$ cat src/rtl/demux_1_to_n_reg.sv
`default_nettype none
// ============================================================================
// Module      : demux_1_to_n_reg
// Description : 1-to-N registered demultiplexer. Each channel has a
//               one-entry output register with valid/ready handshake.
//               Optional broadcast mode is enabled by DEMUX_BROADCAST_EN.
// Revision    : 1.0 - initial release
// ============================================================================
module demux_1_to_n_reg #(
    parameter int WIDTH    = 8,
    parameter int CHANNELS = 4,
    parameter int SEL_W    = $clog2(CHANNELS)
) (
    input  logic                      i_Clk,
    input  logic                      i_Rst,
    input  logic [WIDTH-1:0]          i_Data,
    input  logic [SEL_W-1:0]          i_Sel,
    input  logic                      i_Valid,
`ifdef DEMUX_BROADCAST_EN
    input  logic                      i_Bcast,
`endif
    output logic                      o_Ready,
    output logic [CHANNELS*WIDTH-1:0] o_Data,
    output logic [CHANNELS-1:0]       o_Valid,
    input  logic [CHANNELS-1:0]       i_Ready,
    output logic                      o_Sel_Err
);

    logic [CHANNELS-1:0]       w_onehot;
    logic [CHANNELS-1:0]       w_slot_free;
    logic [CHANNELS-1:0]       w_load;
    logic                      w_sel_ok;
    logic                      w_drop;
    logic                      w_accept;
    logic                      w_sel_err_nxt;

    logic [CHANNELS-1:0]       r_valid;
    logic [CHANNELS*WIDTH-1:0] r_data;
    logic                      r_sel_err;

    genvar k;
    generate
        for (k = 0; k < CHANNELS; k++) begin : g_onehot
            assign w_onehot[k] = (i_Sel == SEL_W'(k));
        end

        // Out-of-range selects only exist when CHANNELS is not a power of two.
        if ((1 << SEL_W) == CHANNELS) begin : g_sel_full_range
            assign w_sel_ok = 1'b1;
        end else begin : g_sel_partial_range
            assign w_sel_ok = (i_Sel < SEL_W'(CHANNELS));
        end
    endgenerate

    assign w_slot_free = ~r_valid | i_Ready;

    always_comb begin
        o_Ready       = w_sel_ok ? |(w_onehot & w_slot_free) : 1'b1;
        w_load        = w_onehot & {CHANNELS{w_sel_ok}};
        w_drop        = ~w_sel_ok;
`ifdef DEMUX_BROADCAST_EN
        if (i_Valid && i_Bcast) begin
            o_Ready = &w_slot_free;
            w_load  = '1;
            w_drop  = 1'b0;
        end
`endif
        w_accept      = i_Valid & o_Ready;
        w_load        = w_load & {CHANNELS{w_accept}};
        w_sel_err_nxt = w_accept & w_drop;
    end

    // Empty channels keep zero in their data register so o_Data needs no mux.
    always_ff @(posedge i_Clk) begin
        if (i_Rst) begin
            r_valid   <= '0;
            r_data    <= '0;
            r_sel_err <= 1'b0;
        end else begin
            r_sel_err <= w_sel_err_nxt;
            for (int c = 0; c < CHANNELS; c++) begin
                if (w_load[c]) begin
                    r_valid[c]                <= 1'b1;
                    r_data[c*WIDTH +: WIDTH]  <= i_Data;
                end else if (r_valid[c] && i_Ready[c]) begin
                    r_valid[c]                <= 1'b0;
                    r_data[c*WIDTH +: WIDTH]  <= '0;
                end
            end
        end
    end

    assign o_Valid   = r_valid;
    assign o_Data    = r_data;
    assign o_Sel_Err = r_sel_err;

endmodule
`default_nettype wire

$ cat config.mk
export PLATFORM = sky130hd
export DESIGN_NAME = demux_1_to_n_reg
export DESIGN_NICKNAME = d
export VERILOG_FILES = /design/src/rtl/demux_1_to_n_reg.sv
export SDC_FILE = /design/constraint.sdc
export NUM_CORES = 1
export LEC_CHECK = 0
export CORE_MARGIN = 2
export CORE_UTILIZATION = 39
export DETAILED_ROUTE_END_ITERATION = 8
export PLACE_DENSITY = 0.75
export SLEW_MARGIN = 5
export SYNTH_ARGS = -nofsm -noshare
export SYNTH_HDL_FRONTEND = slang
export SYNTH_SLANG_ARGS = --single-unit
$ cat constraint.sdc
create_clock -name i_Clk -period 1.35 [get_ports i_Clk]
set_input_delay 0.405 -clock i_Clk [delete_from_list [all_inputs] [get_ports i_Clk]]
set_output_delay 0.405 -clock i_Clk [all_outputs]
set_load 0.01 [all_outputs]
==> reports/qor.csv <==
metric;value;unit
most frequent cells in the layout;34 x nand2_1, 32 x mux2i_1, 32 x dfxtp_1, 28 x dlygate4sd2_1, 18 x buf_4;
Cells after Synth;137;
CTS Buffer Depth;2;
Critical Path End Type;output port;
Ys Warns;0;
Max Cap Viol;0;
total wire length;3610;um
sequential fraction of design power;47.1;%
CTS tree;done;
Cell Area, Synth;1440;sq um
vias per inst;4.70;
Worst Setup Path Type;flip-flop to output port;
pwr/cell area;1040;nW/um^2
via count;1235;
failing checks;negative setup slack;
Reg clk slew, reported paths;70;ps
worst hold slack;459;ps
Worst Hold Class;flip-flop to flip-flop;
Sw Share;23.5;%
initial DRC count;9;
min-delay src;o_Data[25];
# setup viols final;1;
Layout Skew;7.22;ps
Mean Syn Cell Area;10.5;sq um
r2r setup slk;100;ps
Slew Limit Fails;0;
die area;4190;sq um
Worst Path Arrival;1320;ps
Worst R2R Path Depth;5;
worst-skew pair later-pin latency;290;ps
largest net degree at the start of global routing;13;
drt drc;0;
core footprint;3610;sq um
Pleak;1.06;nW
root buffer cell;clkbuf_8;
WP data required;950;ps
internal power;1.82;mW
number of global-route vias before repair;1272;
Setup WS pre-CTS;-1000;ps
PortBufs;53;
Comb pwr share;13.3;%
initial antenna violation count;0;
row count;22;
P&R area growth vs syn;59.0;%
CTS H-tree depth;2;
first-pass GRT wire length;5830;um
status;finished, violations left;
Mapped Nets;154;
layout cell share with drive strength beyond 1;27.4;%
global route total overflow;0;
I/O Pins;55;
Final HPWL DP;2770;um
fin crit share;127;%
fin worst setup slack;-371;ps
Starting Density;39.9;%
Final #Nets;231;
commonest non-fill, non-tap cell in the layout;nand2_1;
Die Ht;64.7;um
worst vdd ir;930;uV
startpoint types;flip-flop;
min cycle time layout;1720;ps
R2R Path End;o_Data[16];
Final Hold Violating Endpoints;0;
Seq/Total Area, Yosys;50.1;%
Num CTS Buffers;5;
Hold Path Depth;2;
WHS Endpoint;o_Data[25];
drt pass-1 iters;4;
RSZ-0062 raised after global routing;yes;
synthesis-stage register bit count;36;
RR Startpoint;o_Valid[2];
net switching power;0.558;mW
Synth cell types;17;
Peak Freq;0.581;GHz
average wire per standard cell;13.7;um
Die X;64.7;um
Inserted Diodes;0;
crit-path max FO;2;
clk sinks;36;
GRT Overall Usage;18.6;%
clock network power share;39.6;%
ANT nets after route;0;
Placer Congestion;0.808;
[registers in the layout, indices dropped and copies added, names as in the netlist]
register and count:
o_Valid 4, o_Data 32
[how the worst max path moves through the flow]
stage          startpoint      end  cells after the start
2_1_floorplan  i_Ready[3]  o_Ready                      2
3_3_place_gp   i_Ready[0]  o_Ready                      4
3_5_place_dp   i_Ready[1]  o_Ready                      4
4_1_cts        o_Valid[3]  o_Ready                      3
5_1_grt        o_Valid[3]  o_Ready                      3
6_report       o_Valid[3]  o_Ready                      3
[critical path, stage by stage, from the launching register on]
cell and delay (ps):
dfxtp_2 360, nand2b_4 50, mux4_2 480, buf_6 140
[power groups by stage]
stage | combinational, mW | clock [mW] | sequential (mW)
after detailed placement | 0.338 | 0 | 1.15
after CTS | 0.312 | 0.954 | 1.12
after floorplan | 0.118 | 0 | 1.16
final | 0.316 | 0.940 | 1.12
after global placement | 0.330 | 0 | 1.14
after global routing | 0.339 | 1.02 | 1.12
[what timing repair did]
action / in CTS / in global routing
resized for setup: 78 / 11
setup endpoints to repair: 71 / 18
hold buffers: 0 / 0
buffers inserted: 2 / 0
hold endpoints to repair: 0 / 0
[Yosys cell counts, drive strengths merged]
library cell	n	area (sq um)
nand3	1	5.00
mux4	1	22.5
a21oi	7	50.0
dfxtp	36	721
nand3b	1	7.51
nor3	1	10.0
nor2b	3	26.3
nand2b	12	75.1
nand2	34	128
conb	1	3.75
mux2i	32	320
and3	1	6.26
buf	6	53.8
o21ba	1	10.0
[stage by stage]
stage | instance area [sq um] | util, % | TNS, ps | instances | total power [mW]
floorplan | 1460 | - | -78.6 | 137 | 1.28
finish | 2290 | 63.4 | -371 | 263 | 2.38
CTS | 2270 | 62.9 | -381 | 263 | 2.39
detailed placement | 2200 | 61.0 | -13680 | 254 | 1.48
global placement | 2200 | 61.0 | -12340 | 254 | 1.47
global route | 2290 | 63.4 | -417 | 263 | 2.48
[routing by layer]
layer	routed length (um)	global-route usage (%)
met5	0	0
met4	79	8.51
met3	177	5.03
met2	1850	32.1
met1	1500	21.2
[layout make-up]
class                           count  area (sq um)
Fill cell                         316          1320
Multi-Input combinational cell     95           709
Timing Repair Buffer               76           681
Tap cell                           48          60.1
Clock buffer                        5          68.8
Sequential cell                    36           726
Clock inverter                      3          42.5
[logic make-up (layout without fill, tap and decap cells)]
logic type / after synthesis / count (layout) / share of synthesized area, %
and+or+nand+nor: 53 / 53 / 17.9
DFF: 36 / 36 / 50.1
muxes: 33 / 33 / 23.8
AOI/OAI and AO/OA: 8 / 8 / 4.17
buffers and inverters: 6 / 84 / 3.74
other: 1 / 1 / 0.261
Note: power is estimated with default switching activity, not from simulation.
